===== src/rtl/mips_cpu_pkg.sv =====
// Shared CPU-side types and constants used by the data bus bridge.
package mips_cpu_pkg;

    typedef enum logic [1:0] {BR_IDLE, BR_BUS, BR_DONE} bridge_state_t;

    localparam logic [31:0] MIPS_ALIGN_MASK = 32'hFFFF_FFFC;

    typedef struct packed {
        logic [31:0] address;
        logic [31:0] writedata;
        logic [3:0]  byteenable;
        logic        read;
        logic        write;
    } bus_req_t;

    function automatic logic [31:0] align_word(input logic [31:0] addr);
        return addr & MIPS_ALIGN_MASK;
    endfunction

endpackage


===== src/rtl/mips_cpu_timeout_counter.sv =====
// Saturating wait-cycle counter; flags expiry once TIMEOUT_CYCLES-1 cycles have been counted.
module mips_cpu_timeout_counter #(
    parameter int TIMEOUT_CYCLES = 256
) (
    input  logic clk,
    input  logic rst_n,
    input  logic clear,
    input  logic enable,
    output logic expired
);
    localparam int CW = $clog2(TIMEOUT_CYCLES) + 1;

    logic [CW-1:0] count;

    always_ff @(posedge clk or negedge rst_n) begin
        if (!rst_n) begin
            count <= '0;
        end else if (clear) begin
            count <= '0;
        end else if (enable && count != {CW{1'b1}}) begin
            count <= count + 1'b1;
        end
    end

    assign expired = (count == CW'(TIMEOUT_CYCLES - 1));

endmodule


===== src/rtl/mips_cpu_data_bus_bridge.sv =====
// Turns the CPU's level-held data strobes into single Avalon-MM transfers,
// stalls the CPU until completion and aborts hung slaves with a sticky error.
module mips_cpu_data_bus_bridge
    import mips_cpu_pkg::*;
#(
    parameter int          TIMEOUT_CYCLES = 256,
    parameter logic [31:0] ERR_READDATA   = 32'hDEADBEEF
) (
    input  logic        clk,
    input  logic        reset,
    input  logic [31:0] cpu_address,
    input  logic        cpu_read,
    input  logic        cpu_write,
    input  logic [31:0] cpu_writedata,
    input  logic [3:0]  cpu_byteenable,
    output logic [31:0] cpu_readdata,
    output logic        cpu_stall,
    output logic [31:0] avm_address,
    output logic        avm_read,
    output logic        avm_write,
    output logic [31:0] avm_writedata,
    output logic [3:0]  avm_byteenable,
    input  logic        avm_waitrequest,
    input  logic [31:0] avm_readdata,
    output logic        bus_error
);
    bridge_state_t state;
    bus_req_t      req;
    logic          expired;

    mips_cpu_timeout_counter #(
        .TIMEOUT_CYCLES(TIMEOUT_CYCLES)
    ) u_timeout (
        .clk    (clk),
        .rst_n  (reset),
        .clear  (state == BR_IDLE),
        .enable (state == BR_BUS),
        .expired(expired)
    );

    always_ff @(posedge clk or negedge reset) begin
        if (!reset) begin
            state        <= BR_IDLE;
            req          <= '0;
            cpu_readdata <= '0;
            bus_error    <= 1'b0;
        end else begin
            case (state)
                BR_IDLE: begin
                    if (cpu_read ^ cpu_write) begin
                        req.address    <= align_word(cpu_address);
                        req.writedata  <= cpu_writedata;
                        req.byteenable <= cpu_byteenable;
                        req.read       <= cpu_read;
                        req.write      <= cpu_write;
                        state          <= BR_BUS;
                    end else if (cpu_read && cpu_write) begin
                        bus_error <= 1'b1;
                        state     <= BR_DONE;
                    end
                end
                BR_BUS: begin
                    // A slave answering on the expiry cycle still wins over the abort.
                    if (!avm_waitrequest) begin
                        req.read  <= 1'b0;
                        req.write <= 1'b0;
                        if (req.read) cpu_readdata <= avm_readdata;
                        state <= BR_DONE;
                    end else if (expired) begin
                        req.read  <= 1'b0;
                        req.write <= 1'b0;
                        bus_error <= 1'b1;
                        if (req.read) cpu_readdata <= ERR_READDATA;
                        state <= BR_DONE;
                    end
                end
                BR_DONE: begin
                    // The still-held strobe belongs to the finished request.
                    if (!cpu_read && !cpu_write) state <= BR_IDLE;
                end
                default: state <= BR_IDLE;
            endcase
        end
    end

    assign cpu_stall      = (state == BR_BUS) ||
                            ((state == BR_IDLE) && (cpu_read || cpu_write));
    assign avm_address    = req.address;
    assign avm_read       = req.read;
    assign avm_write      = req.write;
    assign avm_writedata  = req.writedata;
    assign avm_byteenable = req.byteenable;

endmodule

===== config.mk =====
export PLATFORM = sky130hd
export DESIGN_NAME = mips_cpu_data_bus_bridge
export DESIGN_NICKNAME = d
export VERILOG_FILES = /design/src/rtl/mips_cpu_pkg.sv /design/src/rtl/mips_cpu_timeout_counter.sv /design/src/rtl/mips_cpu_data_bus_bridge.sv
export SDC_FILE = /design/constraint.sdc
export NUM_CORES = 1
export LEC_CHECK = 0
export BUFFER_PORTS_ARGS = -buffer_cell sky130_fd_sc_hd__clkbuf_2
export CAP_MARGIN = 20
export CORE_MARGIN = 2
export CORE_UTILIZATION = 35
export DETAILED_ROUTE_END_ITERATION = 10
export HOLD_SLACK_MARGIN = 0.1
export PLACE_DENSITY = 0.63
export SLEW_MARGIN = 20
export SYNTH_ARGS = -nofsm -noshare
export SYNTH_HDL_FRONTEND = slang
export SYNTH_SLANG_ARGS = --single-unit

===== constraint.sdc =====
create_clock -name clk -period 2.7 [get_ports clk]
set_input_delay 0.27 -clock clk [delete_from_list [all_inputs] [get_ports clk]]
set_output_delay 0.27 -clock clk [all_outputs]
set_load 0.05 [all_outputs]

==> reports/qor.csv, run 1 <==
metric,value,unit
port-buffer-count,204,
worst_slew_pin_slew,624,ps
post-route-util,0.473,
first_global_vias,3603,
clock-sinks,112,
ys_seq_elements,112,
skew,6.52,ps
postCtsResizedCells,0,
ys_warn_count,0,
cp.required,2970,ps
dieArea,14300,µm²
die_w,119,µm
wl_per_cell,14.5,µm
route.detailed.drc,0,
drt-pass1-iter-count,4,
critPathLaunchType,flip-flop,
synth-seq-area-share,0.601,
io_pins,209,
layout-drive-gt1-share,0.535,
postLayoutCellArea,6210,µm²
max_freq,439,MHz
r2r-start,u_timeout.count[0]$_DFFE_PN0P_,
routed_wl,10700,µm
outcome,"finished, final reports clean",
powerDensity,1440,nW/µm²
placed_area,5900,µm²
dr.first_iter.drc_count,109,
crit_start,u_timeout.count[0]$_DFFE_PN0P_,
n_antenna_cell,0,
synth_mux_area_frac,0.239,
synth_edf_count,0,
syn_area,4670,µm²
nets,672,
grt_overflow,0,
path_max_fanout,11,
min_period,2280,ps
place.gp.congestion,0.794,
whs,147,ps
crit_type,flip-flop to flip-flop,
cts.clk_slew.worst_paths,80,ps
final-setup-viol-count,0,
core-area,13100,µm²
rsz0062_at_grt,no,
cts_tree,yes,
dr_total_vias,3432,
holdCritPathClass,input port to flip-flop,
postCtsSetupRepairBufs,0,
worst_skew_pair.late_latency,350,ps
synth_top_family_by_area,multiplexers,
synth_compound_area_frac,0.0306,
area_delta_synth_final,33.1,%
htree_levels,3,
grt_pass1_wl,17700,µm
relSlewSlack,0.584,
slew_violations,0,
peakVddDrop,888,µV
antenna_left,0,
synthCells,357,
antenna_found_initial,0,
async_reset_ff_frac,1.00,
finalCritPeriodShare,0.844,
end_kind,flip-flop,
num_rows,42,
fin_tns_setup,0,ps
drt-vias-per-instance,4.63,
grt_max_degree,67,
postSynthAreaPerCell,13.1,µm²
start_util,0.355,
post_cts_hold_buffer_count,1,
worst_ep_arrival_time,2550,ps
grt_util_all_layers,0.156,
cts-root-buf,clkbuf_16,
yosys.area_share.xor_xnor,0,
synthDistinctLibCells,34,
synth_fa_ha_area_frac,0.0161,
synth-simple-area-share,0.0689,
cts_buffers,9,
cap_violations,0,
hold_viol_final,0,
dp_hpwl,8020,µm
die_h,119,µm
p_leak,3.30,nW
cts_buffer_depth,2,
synth_flop_cell,dfrtp_1,
worstHoldStart,cpu_address[15],
==> cell families (layout without fill, tap and decap cells) <==
| family | Yosys count | in the layout |
|---|---|---|
| flip-flops | 112 | 112 |
| adder cells (fa/ha/maj) | 6 | 6 |
| buffers and inverters | 48 | 256 |
| AND/OR/NAND/NOR | 66 | 66 |
| other | 1 | 2 |
| AO/OA/AOI/OAI | 22 | 22 |
| multiplexers | 102 | 102 |
==> power by group <==
| group | switching [mW] | internal (mW) | leakage (nW) |
|---|---|---|---|
| Clock | 0.623 | 0.735 | 0.146 |
| Sequential | 0.454 | 2.42 | 1.30 |
| Combinational | 3.47 | 1.26 | 1.86 |
==> stage by stage <==
step | worst slack [ps] | power, mW | instances
floorplan | 717 | 6.49 | 358
global placement | 472 | 7.58 | 725
detailed placement | 438 | 7.68 | 725
CTS | 423 | 9.08 | 742
global route | 192 | 9.40 | 742
finish | 421 | 8.96 | 742
==> cell usage in the layout (no fill, tap or decap), drive strengths merged, types with 2 or more instances in the layout <==
master  synthesis  layout
nand2           7       7
nor3            2       2
dfrtp         112     112
clkbuf          5     213
mux2           74      74
a21oi           6       6
nand3           7       7
a22oi           2       2
nand2b          2       2
ha              6       6
conb            1       2
buf            14       7
mux2i          28      28
a22o            2       2
o21ai           5       5
nor2           31      31
o311ai          2       2
inv            29      32
nor2b           9       9
or4             2       2
==> registers in the layout, indices dropped and copies added (netlist names) <==
signal / count
state: 2
avm_writedata: 32
avm_address: 30
avm_write: 1
u_timeout.count: 9
cpu_readdata: 32
avm_byteenable: 4
avm_read: 1
bus_error: 1
==> per-layer routing <==
layer | GRT usage | share of wire | wire [µm] | vias to the layer above
li1 | - | - | - | 1616
met1 | 0.199 | 0.41 | 4440 | 1662
met2 | 0.246 | 0.48 | 5130 | 140
met3 | 0.0508 | 0.091 | 974 | 14
met4 | 0.0647 | 0.017 | 183 | 0
met5 | 0 | 0 | 0 | -
==> cell type report <==
cell class	instances	area, µm²
multi-input cells	198	1670
clock buffers	10	229
inverters	29	109
repair buffers	211	1100
fillers	1208	6930
well taps	176	220
clock inverters	6	75.1
flip-flops and latches	112	2800
==> Yosys cell counts, types with 2 or more instances <==
cell type	n	share of area
dfrtp_1	112	0.60
mux2_2	74	0.18
nor2_1	31	0.025
inv_1	29	0.023
mux2i_1	28	0.060
buf_2	10	0.011
nor2b_1	9	0.012
nand2_1	7	0.0056
nand3_1	7	0.0075
a21oi_1	6	0.0064
ha_1	6	0.016
clkbuf_1	5	0.0040
o21ai_0	5	0.0054
a22o_1	2	0.0038
a22oi_1	2	0.0032
buf_4	2	0.0032
nand2b_1	2	0.0027
nor3_1	2	0.0021
o311ai_0	2	0.0038
or4_1	2	0.0032
==> worst max-delay path: stages (launching register included) <==
cell	delay (ps)
dfrtp_1	420
ha_1	250
nand3_1	80
nor2_1	60
ha_1	310
or3b_4	450
or4_1	480
a21oi_1	160
==> final timing paths <==
| path | end | slack (ps) | cells after the start |
|---|---|---|---|
| setup / recovery | u_timeout.count[5]$_DFFE_PN0P_ | 420 | 7 |
| hold reg to reg | u_timeout.count[7]$_DFFE_PN0P_ | 480 | 1 |
| min in group asynchronous | avm_writedata[2]$_DFFE_PN0P_ | 490 | 2 |
| hold / removal | avm_address[15]$_DFFE_PN0P_ | 150 | 2 |
| max in group asynchronous | avm_address[22]$_DFFE_PN0P_ | 1450 | 3 |
| setup reg to reg | u_timeout.count[5]$_DFFE_PN0P_ | 420 | 7 |
(Power assumes the default switching activity.)
==> inputs of run 2 (changes only) <==
- ABC_AREA: unset -> 1
- clock period: 2.7 -> 2.3 ns (I/O delays scaled with it)
==> run 2 against run 1 <==
- sequential share of layout area down 1.9 points
- setup slack worse by 210 ps
- routed wire length increased by 19%
- global-route usage is 2.0 points higher
==> reports/qor.csv, run 2 <==
metric,value,unit,change
outcome,"finished, final reports clean",,unchanged
cp.required,2570,ps,was 2970 ps
nets,859,,was 672
power,10.7,mW,was 8.96 mW
slowest_delay,380,ps,was 480 ps
crit_buf_inv,3,,was 0
drt-pass1-iter-count,5,,was 4
htree_levels,3,,unchanged
hold_path_end,avm_address[20]$_DFFE_PN0P_,,was avm_address[15]$_DFFE_PN0P_
cp_cell_sequence,ha_1 > nand2_1 > inv_1 > nand2_1 > nor2_1 > ha_1 > inv_1 > nand2_1 > nand2_2 > nor2_4 > buf_12 > nor2_1 > a21oi_1,,was ha_1 > nand3_1 > nor2_1 > ha_1 > or3b_4 > or4_1 > a21oi_1
antenna_found_initial,0,,unchanged
synth-seq-area-share,0.592,,was 0.601
cts.clk_slew.worst_paths,70,ps,was 80 ps
cp_top_family,simple AND/OR/NAND/NOR gates,,unchanged
area_delta_synth_final,37.0,%,was 33.1%
num_rows,42,,unchanged
die_w,120,µm,was 119 µm
end_kind,flip-flop,,unchanged
postCtsSetupRepairBufs,0,,unchanged
antenna_left,0,,unchanged
cts_tree,yes,,unchanged
pwr-share-clk,0.157,,was 0.152
worstHoldStart,cpu_address[20],,was cpu_address[15]
fin_ws,209,ps,was 421 ps
n_antenna_cell,0,,unchanged
ys_seq_elements,112,,unchanged
worst_skew_pair.late_latency,350,ps,about the same
regToRegSetupSlack,210,ps,was 420 ps
syn_area,4730,µm²,was 4670 µm²
cp_slowest_cell,dfrtp_1,,was or4_1
wl_per_cell,13.7,µm,was 14.5 µm
yosysMostFrequentCell,nand2_1,,was dfrtp_1
postCtsResizedCells,0,,unchanged
yosys.area_share.xor_xnor,0,,unchanged
whs,110,ps,was 147 ps
comb_power_share,0.534,,was 0.527
rsz0062_at_grt,no,,unchanged
peakVddDrop,987,µV,was 888 µV
synth_top_family_by_area,simple AND/OR/NAND/NOR gates,,was multiplexers
dp_hpwl,8880,µm,was 8020 µm
rr_endpoint,cpu_readdata[19]$_DFFE_PN0P_,,was u_timeout.count[5]$_DFFE_PN0P_
synth_flop_cell,dfrtp_1,,unchanged
worst_ep_arrival_time,2360,ps,was 2550 ps
p_seq_frac,0.310,,was 0.321
hold_viol_final,0,,unchanged
layout_common_cells,"203 x clkbuf_2, 161 x nand2_1, 112 x dfrtp_1, 81 x nand3_1, 52 x nor2_1",,"was 203 x clkbuf_2, 112 x dfrtp_1, 74 x mux2_2, 31 x nor2_1, 29 x inv_1"
r2r-start,u_timeout.count[0]$_DFFE_PN0P_,,unchanged
io_pins,209,,unchanged
max_freq,478,MHz,was 439 MHz
p_leak,3.54,nW,was 3.30 nW
grt_util_all_layers,0.176,,was 0.156
routed_wl,12800,µm,was 10700 µm
synth_mux_area_frac,0,,was 0.239
slew_violations,0,,unchanged
critPathLaunchType,flip-flop,,unchanged
start_util,0.358,,was 0.355
layout-drive-gt1-share,0.341,,was 0.535
final-setup-viol-count,0,,unchanged
post_synth_most_frequent_cells,"161 x nand2_1, 112 x dfrtp_1, 81 x nand3_1, 52 x nor2_1, 19 x a21oi_1",,"was 112 x dfrtp_1, 74 x mux2_2, 31 x nor2_1, 29 x inv_1, 28 x mux2i_1"
port-buffer-count,204,,unchanged
core-area,13200,µm²,was 13100 µm²
skew,5.66,ps,was 6.52 ps
yosys-top-cells-area,"dfrtp_1 59%, nand2_1 13%, nand3_1 8.6%",,"was dfrtp_1 60%, mux2_2 18%, mux2i_1 6.0%"
cts_buffers,9,,unchanged
synth_fa_ha_area_frac,0.0159,,was 0.0161
finalCritPeriodShare,0.909,,was 0.844
die_h,120,µm,was 119 µm
mostFrequentLayoutCell,clkbuf_2,,unchanged
grt_overflow,0,,unchanged
p_int,5.01,mW,was 4.42 mW
grt_max_degree,67,,unchanged
fin_tns_setup,0,ps,unchanged
crit_type,flip-flop to flip-flop,,unchanged
clock-sinks,112,,unchanged
place.gp.congestion,0.803,,was 0.794
synth_edf_count,0,,unchanged
crit_path_frequent_cell,nand2_1,,was ha_1
dr_total_vias,4362,,was 3432
cts-root-buf,clkbuf_16,,unchanged
drt-vias-per-instance,4.70,,was 4.63
dr.first_iter.drc_count,211,,was 109
postSynthAreaPerCell,8.93,µm²,was 13.1 µm²
swShare,0.533,,was 0.507
num-fill-cells,1271,,was 1208
grt_pass1_wl,20300,µm,was 17700 µm
cap_violations,0,,unchanged
route.detailed.drc,0,,unchanged
first_global_vias,4218,,was 3603
p_switching,5.72,mW,was 4.54 mW
place_ws,223,ps,was 438 ps
reg2reg_depth,13,,was 7
synthCells,530,,was 357
synthDistinctLibCells,27,,was 34
cts_buffer_depth,2,,unchanged
path_max_fanout,26,,was 11
holdCritPathClass,input port to flip-flop,,unchanged
synth_compound_area_frac,0.0589,,was 0.0306
whs_path_depth,3,,was 2
dieArea,14500,µm²,was 14300 µm²
min_period,2090,ps,was 2280 ps
powerDensity,1650,nW/µm²,was 1440 nW/µm²
synth-simple-area-share,0.278,,was 0.0689
synth_top_area_share,0.592,,was 0.601
async_reset_ff_frac,1.00,,unchanged
ys_warn_count,0,,unchanged
synth_area_leader_cell,dfrtp_1,,unchanged
-- run 2: final cells by class --
cell class              instances  area (µm²)  area share
flip-flops and latches        112        2800       0.432
multi-input cells             367        1680       0.259
repair buffers                240        1400       0.215
clock buffers                  10         229      0.0353
well taps                     176         220      0.0340
clock inverters                 6        90.1      0.0139
inverters                      18        67.6      0.0104
-- run 2: worst max path at each step --
stage | slack (ps) | startpoint | end | cells past startpoint
after floorplan | 520 | u_timeout.count[0]$_DFFE_PN0P_ | cpu_readdata[0]$_DFFE_PN0P_ | 14
after global placement | 290 | u_timeout.count[0]$_DFFE_PN0P_ | cpu_readdata[15]$_DFFE_PN0P_ | 13
after detailed placement | 220 | u_timeout.count[0]$_DFFE_PN0P_ | cpu_readdata[19]$_DFFE_PN0P_ | 13
after CTS | 210 | u_timeout.count[0]$_DFFE_PN0P_ | cpu_readdata[19]$_DFFE_PN0P_ | 13
after global routing | 10 | u_timeout.count[0]$_DFFE_PN0P_ | cpu_readdata[19]$_DFFE_PN0P_ | 13
final | 210 | u_timeout.count[0]$_DFFE_PN0P_ | cpu_readdata[19]$_DFFE_PN0P_ | 13
-- run 2: cell families after synthesis --
kind of cell	after synthesis
AND/OR/NAND/NOR	311
flip-flops	112
buffers and inverters	52
AO/OA/AOI/OAI	48
adder cells (fa/ha/maj)	6
other	1
-- run 2: through the flow --
step	instance area [µm²]	utilization	cells
CTS	6450	0.487	927
global route	6490	0.490	929
finish	6490	0.490	929
global placement	5900	0.446	888
detailed placement	5900	0.446	888
floorplan	4740	-	531
-- run 2: routing by layer --
| layer | track usage | part of all wire | wire [µm] | vias to the layer above |
|---|---|---|---|---|
| met5 | 0 | 0 | 0 | - |
| met4 | 0.0683 | 0.017 | 217 | 0 |
| met3 | 0.0443 | 0.074 | 943 | 17 |
| met2 | 0.287 | 0.47 | 5970 | 172 |
| met1 | 0.226 | 0.44 | 5640 | 2039 |
| li1 | - | - | - | 2134 |
-- run 2: power groups by stage --
stage | combinational (mW) | sequential [mW] | clock, mW
6_report | 5.72 | 3.32 | 1.68
3_5_place_dp | 5.73 | 3.34 | 0
2_1_floorplan | 1.46 | 6.17 | 0
3_3_place_gp | 5.66 | 3.31 | 0
4_1_cts | 5.76 | 3.32 | 1.74
5_1_grt | 6.12 | 3.43 | 1.83
-- run 2: repair_timing --
action | in CTS | in global routing
hold buffers | 23 | 1
hold endpoints to repair | 55 | 1
setup endpoints to repair | 0 | 2
-- run 2: worst min-delay path, stage by stage --
cell and delay (ps):
clkbuf_2 80, nand3_1 70, nand2_1 50
==> inputs of run 3 (changes only) <==
- SYNTH_HIERARCHICAL: unset -> 1
==> run 3 against run 2 <==
- clock skew barely moved
- total power shrank 0.60%
- area after synthesis up 2.7%
- setup slack better by 48 ps
- final cell count increased by 0.97%
- via count is 0.76% higher
- non-clock buffer count up 1
- synthesized cell count grew 0.57%
==> reports/qor.csv, run 3 <==
metric,value,unit,change
clock-sinks,112,,unchanged
worst_ep_arrival_time,2270,ps,was 2360 ps
end_kind,flip-flop,,unchanged
route.detailed.drc,0,,unchanged
p_seq_frac,0.312,,was 0.310
synth-seq-area-share,0.576,,was 0.592
core-area,13700,µm²,was 13200 µm²
antenna_found_initial,0,,unchanged
grt_util_all_layers,0.174,,was 0.176
slew_violations,0,,unchanged
synth_top_area_share,0.576,,was 0.592
syn_area,4860,µm²,was 4730 µm²
hold_viol_final,0,,unchanged
finalCritPeriodShare,0.888,,was 0.909
grt_overflow,0,,unchanged
start_util,0.354,,was 0.358
area_delta_synth_final,35.8,%,was 37.0%
nets,863,,was 859
cp_slowest_cell,dfrtp_1,,unchanged
postCtsResizedCells,0,,unchanged
comb_power_share,0.537,,was 0.534
max_freq,489,MHz,was 478 MHz
cts_buffers,9,,unchanged
dieArea,14900,µm²,was 14500 µm²
outcome,"finished, final reports clean",,unchanged
io_pins,209,,unchanged
skew,5.59,ps,was 5.66 ps
num_rows,43,,was 42
cp_cell_sequence,ha_1 > nand3_2 > nor3_1 > ha_1 > inv_1 > nand2_1 > nand3_4 > buf_12 > nand2_1 > o21ai_2,,was ha_1 > nand2_1 > inv_1 > nand2_1 > nor2_1 > ha_1 > inv_1 > nand2_1 > nand2_2 > nor2_4 > buf_12 > nor2_1 > a21oi_1
cp.required,2530,ps,was 2570 ps
place_ws,278,ps,was 223 ps
critPathLaunchType,flip-flop,,unchanged
dr_total_vias,4395,,was 4362
p_leak,3.63,nW,was 3.54 nW
grt_max_degree,65,,was 67
routed_wl,12600,µm,was 12800 µm
drt-vias-per-instance,4.69,,was 4.70
layout_common_cells,"203 x clkbuf_2, 196 x nand2_1, 112 x dfrtp_1, 75 x nand3_1, 32 x o21ai_2",,"was 203 x clkbuf_2, 161 x nand2_1, 112 x dfrtp_1, 81 x nand3_1, 52 x nor2_1"
holdCritPathClass,input port to flip-flop,,unchanged
place.gp.congestion,0.765,,was 0.803
first_global_vias,4342,,was 4218
drt-pass1-iter-count,4,,was 5
yosysMostFrequentCell,nand2_1,,unchanged
worst_skew_pair.late_latency,350,ps,about the same
synth_edf_count,0,,unchanged
p_switching,5.75,mW,was 5.72 mW
yosys-top-cells-area,"dfrtp_1 58%, nand2_1 15%, nand3_1 7.7%",,"was dfrtp_1 59%, nand2_1 13%, nand3_1 8.6%"
rsz0062_at_grt,no,,unchanged
slowest_delay,410,ps,was 380 ps
layout-drive-gt1-share,0.364,,was 0.341
peakVddDrop,785,µV,was 987 µV
relSlewSlack,0.565,,
worst_slew_pin_slew,652,ps,
synth_flop_cell,dfrtp_1,,unchanged
cts.clk_slew.worst_paths,70,ps,about the same
final-setup-viol-count,0,,unchanged
whs,115,ps,was 110 ps
die_h,122,µm,was 120 µm
cts-root-buf,clkbuf_16,,unchanged
fin_ws,257,ps,was 209 ps
p_int,4.92,mW,was 5.01 mW
synth_area_leader_cell,dfrtp_1,,unchanged
postSynthAreaPerCell,9.12,µm²,was 8.93 µm²
ys_seq_elements,112,,unchanged
post_synth_most_frequent_cells,"196 x nand2_1, 112 x dfrtp_1, 75 x nand3_1, 32 x o21ai_2, 29 x nor2_1",,"was 161 x nand2_1, 112 x dfrtp_1, 81 x nand3_1, 52 x nor2_1, 19 x a21oi_1"
dp_hpwl,8840,µm,was 8880 µm
pwr-share-clk,0.150,,was 0.157
min_period,2040,ps,was 2090 ps
mostFrequentLayoutCell,clkbuf_2,,unchanged
cts_buffer_depth,2,,unchanged
async_reset_ff_frac,1.00,,unchanged
crit_type,flip-flop to flip-flop,,unchanged
wl_per_cell,13.4,µm,was 13.7 µm
dr.first_iter.drc_count,223,,was 211
synthCells,533,,was 530
ys_warn_count,6,,was 0
n_antenna_cell,0,,unchanged
die_w,122,µm,was 120 µm
cts_tree,yes,,unchanged
path_max_fanout,64,,was 26
cap_violations,0,,unchanged
htree_levels,3,,unchanged
antenna_left,0,,unchanged
fin_tns_setup,0,ps,unchanged
grt_pass1_wl,20600,µm,was 20300 µm
swShare,0.539,,was 0.533
powerDensity,1610,nW/µm²,was 1650 nW/µm²
synthDistinctLibCells,28,,was 27
port-buffer-count,204,,unchanged
postCtsSetupRepairBufs,0,,unchanged
==> run 3: cell families (layout without fill, tap and decap cells) <==
kind of cell | after synthesis | count (layout) | share of synthesized area
flip-flops | 112 | 112 | 0.576
AND/OR/NAND/NOR | 317 | 317 | 0.281
adder cells (fa/ha/maj) | 5 | 5 | 0.0129
buffers and inverters | 52 | 276 | 0.0563
other | 1 | 2 | 0.000771
AO/OA/AOI/OAI | 46 | 46 | 0.0725
==> run 3: repair_timing <==
item,CTS,global route
setup endpoints to repair,0,0
endpoints found under the hold margin,73,0
hold buffers,28,0
==> run 3: layer usage <==
metal / part of all wire / global-route usage
met1: 0.42 / 0.213
met2: 0.49 / 0.287
met3: 0.076 / 0.0501
met4: 0.014 / 0.0733
met5: 0 / 0
==> run 3: final timing paths <==
path | start | to | cells past startpoint | slack (ps)
min in group asynchronous | reset | cpu_readdata[17]$_DFFE_PN0P_ | 2 | 450
worst min-delay path | cpu_writedata[24] | avm_writedata[24]$_DFFE_PN0N_ | 3 | 110
worst min register to register | avm_address[3]$_DFFE_PN0N_ | avm_address[3]$_DFFE_PN0N_ | 2 | 470
worst max-delay path | u_timeout/count[1]$_DFFE_PN0P_ | cpu_readdata[18]$_DFFE_PN0P_ | 10 | 260
max in group asynchronous | reset | avm_byteenable[1]$_DFFE_PN0N_ | 3 | 1150
worst max register to register | u_timeout/count[1]$_DFFE_PN0P_ | cpu_readdata[18]$_DFFE_PN0P_ | 10 | 260
==> run 3: critical path, delay by kind of cell, from the launching register on <==
kind                       cells  cell delay [ps]
AOI/OAI and AO/OA              1               60
DFF                            1              410
adders and majority gates      2              490
and+or+nand+nor                5              690
buffers and inverters          2              270
==> run 3: cell type report <==
type                       instances  area, µm²
timing repair buffer             241       1410
multi-input combinational        370       1790
sequential                       112       2800
clock buffer                       9        225
tap                              180        225
clock inverter                     7       80.1
inverter                          19       71.3
fill                            1323       7110
==> run 3: per-stage QoR <==
| step | total power [mW] | cells | area (µm²) | utilization |
|---|---|---|---|---|
| 2_1_floorplan | 7.68 | 534 | 4870 | - |
| 4_1_cts | 10.8 | 938 | 6610 | 0.482 |
| 3_3_place_gp | 8.98 | 894 | 6020 | 0.439 |
| 5_1_grt | 11.3 | 938 | 6610 | 0.482 |
| 3_5_place_dp | 9.11 | 894 | 6020 | 0.439 |
| 6_report | 10.7 | 938 | 6610 | 0.482 |
==> run 3: power groups by stage <==
stage               registers, mW  clock network [mW]  logic, mW
global placement             3.30                   0       5.68
detailed placement           3.35                   0       5.76
global route                 3.44                1.75       6.13
CTS                          3.33                1.67       5.78
finish                       3.33                1.60       5.73
floorplan                    6.16                   0       1.52
